--- src/rtl/keypad_pkg.sv ---
// keypad_pkg: key-code layout and entry-FSM state encoding shared by the scanner and keypad_entry.
package keypad_pkg;
    localparam int KEY_W    = 12;
    localparam int KEY_STAR = 10;
    localparam int KEY_HASH = 11;
    localparam logic [1:0] S_EMPTY = 2'd0;
    localparam logic [1:0] S_ENTRY = 2'd1;
    localparam logic [1:0] S_CONV  = 2'd2;
    function automatic logic [3:0] key_digit(input logic [KEY_W-1:0] k);
        key_digit = '0;
        for (int i = 0; i < 10; i++)
            if (k[i]) key_digit = 4'(i);
    endfunction
endpackage

--- src/rtl/keypad_entry_if.sv ---
// keypad_entry_if: scanner strobe in, buffer/result/status out of the digit-entry stage.
interface keypad_entry_if #(parameter int DIGITS = 4, parameter int W = 14);
    logic [keypad_pkg::KEY_W-1:0] scan_in;
    logic                         scan_valid;
    logic [4*DIGITS-1:0]          entry_bcd;
    logic [3:0]                   digit_count;
    logic                         busy;
    logic [W-1:0]                 result;
    logic                         result_valid;
    logic                         err;
    modport master (output scan_in, scan_valid, input entry_bcd, digit_count, busy, result, result_valid, err);
    modport slave (input scan_in, scan_valid, output entry_bcd, digit_count, busy, result, result_valid, err);
endinterface

--- src/rtl/keypad_bcd2bin.sv ---
// keypad_bcd2bin: sequential BCD-to-binary, one slot per cycle from the most significant.
module keypad_bcd2bin #(parameter int DIGITS = 4, parameter int W = 14) (
    input  logic                clk,
    input  logic                rst,
    input  logic                start,
    input  logic [4*DIGITS-1:0] bcd,
    output logic                done,
    output logic [W-1:0]        value
);
    logic         run;
    logic [2:0]   idx;
    logic [W-1:0] acc;
    logic [3:0]   slot;
    // value is the next accumulator; on the last slot it is the final result
    always_comb begin
        slot  = bcd[{idx, 2'b00} +: 4];
        value = (acc << 3) + (acc << 1) + W'(slot);
        done  = run && idx == 3'd0;
    end
    always_ff @(posedge clk or posedge rst) begin
        if (rst) begin
            run <= 1'b0;
            idx <= '0;
            acc <= '0;
        end else if (start) begin
            run <= 1'b1;
            idx <= 3'(DIGITS - 1);
            acc <= '0;
        end else if (run) begin
            acc <= value;
            idx <= idx - 1'b1;
            run <= idx != 3'd0;
        end
    end
endmodule

--- src/rtl/keypad_entry.sv ---
// keypad_entry: keypad digit entry and '#' conversion; KEYPAD_ENTRY_BACKSPACE_EN makes '*' a backspace.
module keypad_entry import keypad_pkg::*; #(parameter int DIGITS = 4, parameter int W = 14) (
    input logic           clk,
    input logic           rst,
    keypad_entry_if.slave bus
);
    localparam int BW = 4 * DIGITS;
    logic [1:0]    state;
    logic [BW-1:0] bcd;
    logic [3:0]    count;
    logic [W-1:0]  result, conv_val;
    logic          result_valid, err, conv_done;
    logic          one_hot, key_ok, is_digit, is_star, is_hash, full, start, err_nxt;
    always_comb begin
        one_hot  = bus.scan_in != '0 && (bus.scan_in & (bus.scan_in - 1'b1)) == '0;
        key_ok   = bus.scan_valid && one_hot;
        is_digit = key_ok && |bus.scan_in[9:0];
        is_star  = key_ok && bus.scan_in[KEY_STAR];
        is_hash  = key_ok && bus.scan_in[KEY_HASH];
        full     = count == 4'(DIGITS);
        start    = is_hash && state == S_ENTRY;
        err_nxt  = (bus.scan_valid && bus.scan_in != '0 && !one_hot) || (key_ok && state == S_CONV)
                 || (is_hash && state == S_EMPTY) || (is_digit && full);
    end
    always_ff @(posedge clk or posedge rst) begin
        if (rst) begin
            state        <= S_EMPTY;
            bcd          <= '0;
            count        <= '0;
            result       <= '0;
            result_valid <= 1'b0;
            err          <= 1'b0;
        end else begin
            err          <= err_nxt;
            result_valid <= 1'b0;
            if (state == S_CONV) begin
                if (conv_done) begin
                    result       <= conv_val;
                    result_valid <= 1'b1;
                    bcd          <= '0;
                    count        <= '0;
                    state        <= S_EMPTY;
                end
            end else if (is_digit && !full) begin
                bcd   <= (bcd << 4) | BW'(key_digit(bus.scan_in));
                count <= count + 1'b1;
                state <= S_ENTRY;
            end else if (is_star && state == S_ENTRY) begin
`ifdef KEYPAD_ENTRY_BACKSPACE_EN
                bcd   <= bcd >> 4;
                count <= count - 1'b1;
                state <= count == 4'd1 ? S_EMPTY : S_ENTRY;
`else
                bcd   <= '0;
                count <= '0;
                state <= S_EMPTY;
`endif
            end else if (start) begin
                state <= S_CONV;
            end
        end
    end
    keypad_bcd2bin #(.DIGITS(DIGITS), .W(W)) u_conv (
        .clk   (clk),
        .rst   (rst),
        .start (start),
        .bcd   (bcd),
        .done  (conv_done),
        .value (conv_val)
    );
    assign bus.entry_bcd    = bcd;
    assign bus.digit_count  = count;
    assign bus.busy         = state == S_CONV;
    assign bus.result       = result;
    assign bus.result_valid = result_valid;
    assign bus.err          = err;
endmodule

--- src/flat_wrapper.sv ---
// flat-port wrapper written by rule: the top's interface ports become plain ports
module keypad_entry_flat import keypad_pkg::*;
#(parameter int DIGITS = 4, parameter int W = 14)
  (clk, rst, bus_scan_in, bus_scan_valid, bus_entry_bcd, bus_digit_count, bus_busy, bus_result, bus_result_valid, bus_err);
  keypad_entry_if #(.DIGITS(DIGITS), .W(W)) bus_i ();
  input logic clk;
  input logic rst;
  input wire logic [$bits(bus_i.scan_in)-1:0] bus_scan_in;
  input wire logic [$bits(bus_i.scan_valid)-1:0] bus_scan_valid;
  output wire logic [$bits(bus_i.entry_bcd)-1:0] bus_entry_bcd;
  output wire logic [$bits(bus_i.digit_count)-1:0] bus_digit_count;
  output wire logic [$bits(bus_i.busy)-1:0] bus_busy;
  output wire logic [$bits(bus_i.result)-1:0] bus_result;
  output wire logic [$bits(bus_i.result_valid)-1:0] bus_result_valid;
  output wire logic [$bits(bus_i.err)-1:0] bus_err;
  assign bus_i.scan_in = bus_scan_in;
  assign bus_i.scan_valid = bus_scan_valid;
  assign bus_entry_bcd = bus_i.entry_bcd;
  assign bus_digit_count = bus_i.digit_count;
  assign bus_busy = bus_i.busy;
  assign bus_result = bus_i.result;
  assign bus_result_valid = bus_i.result_valid;
  assign bus_err = bus_i.err;
  keypad_entry #(.DIGITS(DIGITS), .W(W)) u_core (.clk(clk), .rst(rst), .bus(bus_i));
endmodule
--- config.mk ---
export PLATFORM = sky130hd
export DESIGN_NAME = keypad_entry_flat
export DESIGN_NICKNAME = d
export VERILOG_FILES = /design/src/rtl/keypad_pkg.sv /design/src/rtl/keypad_entry_if.sv /design/src/rtl/keypad_bcd2bin.sv /design/src/rtl/keypad_entry.sv /design/src/flat_wrapper.sv
export SDC_FILE = /design/constraint.sdc
export NUM_CORES = 1
export LEC_CHECK = 0
export BUFFER_PORTS_ARGS = -buffer_cell sky130_fd_sc_hd__buf_2
export CAP_MARGIN = 15
export CORE_ASPECT_RATIO = 0.8
export CORE_MARGIN = 1
export CORE_UTILIZATION = 31
export CTS_CLUSTER_DIAMETER = 60
export CTS_CLUSTER_SIZE = 28
export DETAILED_ROUTE_END_ITERATION = 8
export PLACE_DENSITY_LB_ADDON = 0.3
export SYNTH_ARGS = -nofsm -noshare
export SYNTH_HDL_FRONTEND = slang
export SYNTH_SLANG_ARGS = --single-unit
--- constraint.sdc ---
create_clock -name clk -period 3.6 [get_ports clk]
set_clock_uncertainty 0.2 [all_clocks]
set_input_delay 0.72 -clock clk [delete_from_list [all_inputs] [get_ports clk]]
set_output_delay 0.72 -clock clk [all_outputs]
set_load 0.005 [all_outputs]
==> run summary <==
fraction of layout cells with a size suffix above 1 = 28.6%
Critical Path RT = 3.59 ns
largest net degree at the start of global routing = 34
pre-CTS WS = 0.0304 ns
RR Startpoint = u_core.u_conv.idx[0]
via count = 2,419
GRT Overall Usage = 14.3%
row count = 32
Reg2Reg Depth = 10
DR WL/cell = 14.0 um
Die ar. = 10,800 um2
post-synthesis compound-gate area fraction = 14.4%
R2R setup slack = 0.23 ns
Lkg Pwr = 1.88 nW
RSZ-0062 raised after global routing = false
Gate power share = 4.3%
DR DRC count = 0
CP arrival = 3.36 ns
Synth top cells by count = dfrtp_1, ha_1, nor2_1, nand2_1, inv_1
Post-synth EDFFs = 0
most common cell in the netlist = dfrtp_1
final worst-path cycle share = 93.7%
Buf/Inv on CP = 1
mux cell area share after synthesis = 9.36%
fin. max-slew vios = 0
Setup Crit Path Kind = reg2reg
grt ovf = 0
# Post-CTS Setup Buffers = 0
Mapped Area = 3220 um2
initial antenna violation count = 0
CP max-delay cell = mux4_2
Reg power frac = 53.4%
Max-Cap Viols = 0
io pins = 52
crit path max fanout = 5
post-synth top area share = 42.7%
hold crit path type = in2async
register bit total from synthesis = 55
post-synth top area cell = dfrtp_1
Sw Share = 22.8%
Top FF cell, synth = dfrtp_1
Post-Synth Simple-Gate Area = 13.9%
CP peak stage delay = 0.51 ns
nets = 402
ys async rst share = 100%
Top delay family on crit path = compound AO/OA/AOI/OAI gates
startpoint class of the critical path = flip-flop
Routed Antenna Nets = 0
First-pass DRT Iterations = 5
status = completed
first-pass GRT wire length = 11,900 um
reg2reg end = u_core.bus.result[11]
H-tree levels = 2
worst-path cell chain = mux4_2, nand2b_1, fa_1, inv_1, ha_1, a211oi_1, o21ai_0, a221oi_2, xnor2_1, mux2_2
Core Region = 9850 um2
setup TNS = 0 ns
CTS max path bufs = 2
crit path time final = 3.37 ns
1st-iter DRT viols = 82
Synthesized Nets = 344
total power = 0.00116 W
fmax = 0.296 GHz
Internal Power = 0.000898 W
GP Congestion = 0.791
top cells by area, synth = dfrtp_1, ha_1, xnor2_1
width of the chip = 116 um
Placed Area = 3680 um2
Slew headroom = 55.9%
CTS clk-pin slew, worst paths = 0.07 ns
fin cells = 496
Adder-Cell Fraction of Synth Area = 12.3%
Port Buf Inserts = 51
net switching power = 0.000266 W
CTS buffer count = 5
post-synth cell types = 52
Power Dens Cells = 303 nW/um2
Ant. Diodes = 0
xor/xnor share of the synthesized area = 4.08%
Syn Area/Cell = 10.7 um2
clk_lat worst skew = 0.30 ns
Hold Vio Cnt, Final = 0
post-layout instance area = 3840 um2
Worst-Margin Slew = 0.656 ns
CTS tree = built
Post-Synthesis Cells = 301
Initial Util = 32.7%
Seq/Total Area, Yosys = 42.7%
Worst Setup End Kind = flip-flop
WL final = 6960 um
Peak supply drop = 0.153 mV
number of global-route vias before repair = 2,434
final setup vio count = 0
number of vias per cell = 4.88
Die Span Y = 93.2 um
largest family of logic cells by synthesized area = compound AO/OA/AOI/OAI gates
final worst setup slack = 0.225 ns
Synthesis Warnings = 0
synthesis-to-finish area growth = 19.1%
Root Driver = clkbuf_16
CTS sink count = 55
Cells after DPL = 488
clock group share of total power = 42.3%
post-DP HPWL = 5300 um
Layout fillers = 997
## area by class of cell
class	count	area (um2)	share of cell area [%]
Multi-Input combinational cell	221	1760	45.8
Sequential cell	55	1380	35.9
Timing Repair Buffer	60	323	8.41
Tap cell	136	170	4.43
Clock buffer	5	125	3.26
Inverter	16	60.1	1.57
Clock inverter	3	22.5	0.587
## worst reg2reg max path, delay by kind of cell (launching register included)
family	cells	cell delay, ns
and+or+nand+nor	1	0.10
adders and majority gates	2	0.66
buffers and inverters	1	0.12
DFF	1	0.44
muxes	2	0.77
AOI/OAI and AO/OA	3	0.85
xor gates and xnor gates	1	0.12
## routing by layer
metal  wire, um  part of all wire [%]  up-vias  global-route usage, %
li1           -                     -     1189                      -
met1       3600                    52     1179                   20.3
met2       3000                    43       43                   21.6
met3        261                   3.8        8                   3.89
met4         93                   1.3        0                   2.88
met5          0                     0        -                      0
## through the flow
| stage | hold WS [ns] | utilization (%) |
|---|---|---|
| final | 0.228 | 39.0 |
| after global routing | 0.280 | 39.0 |
| after CTS | 0.244 | 38.9 |
| after detailed placement | 0.273 | 37.3 |
| after global placement | 0.261 | 37.3 |
| after floorplan | 0.270 | - |
## cells in the final DEF (no fill, tap or decap), drive strengths merged, types with 4 or more instances in the layout
cell type / synthesis / routed
clkbuf: 5 / 5
mux4: 4 / 4
nor3: 7 / 7
ha: 26 / 26
o21bai: 5 / 5
or2: 4 / 4
xnor2: 14 / 14
nor2b: 8 / 8
nand2: 23 / 23
mux2i: 11 / 11
a22o: 16 / 16
mux2: 9 / 9
nor4: 4 / 4
o21ai: 14 / 14
a21oi: 10 / 10
nand3: 5 / 5
buf: 4 / 60
nor2: 26 / 26
dfrtp: 55 / 55
nand2b: 6 / 6
inv: 16 / 17
## cell families after synthesis
logic type / Yosys count
simple gates: 87
mux: 24
compound gates: 64
xor+xnor: 15
flops: 55
buf+inv: 25
fa+ha+maj: 31
## power groups by stage
stage / sequential [W] / combinational, W / clock, W
3_3_place_gp: 0.000634 / 0.0000504 / 0
5_1_grt: 0.000622 / 0.0000574 / 0.000533
4_1_cts: 0.000622 / 0.0000516 / 0.000510
6_report: 0.000622 / 0.0000504 / 0.000492
2_1_floorplan: 0.000634 / 0.0000267 / 0
3_5_place_dp: 0.000634 / 0.0000514 / 0
## how the worst max path moves through the flow
stage,from,endpoint,depth (start not counted)
floorplan,u_core.u_conv.idx[0],u_core.bus.result[12],12
global placement,u_core.u_conv.idx[0],u_core.bus.result[11],10
detailed placement,u_core.u_conv.idx[0],u_core.bus.result[13],11
CTS,u_core.u_conv.idx[0],u_core.bus.result[12],11
global route,u_core.u_conv.idx[0],u_core.bus.result[12],11
finish,u_core.u_conv.idx[0],u_core.bus.result[11],10
## registers in the layout, summed over array words and instances (netlist names)
register                 flops
u_core.u_conv.run            1
u_core.bus.digit_count       4
u_core.bus.result           14
u_core.bus.err               1
u_core.bus.entry_bcd        16
u_core.u_conv.idx            3
u_core.state                 2
u_core.u_conv.acc           13
u_core.bus.result_valid      1
## what timing repair did
action / CTS / global route
gates resized for setup: 1 / 3
pin swaps: 0 / 1
hold buffers: 0 / 0
endpoints found under the setup margin: 1 / 6
No activity file was read; power rests on OpenSTA's default activity.
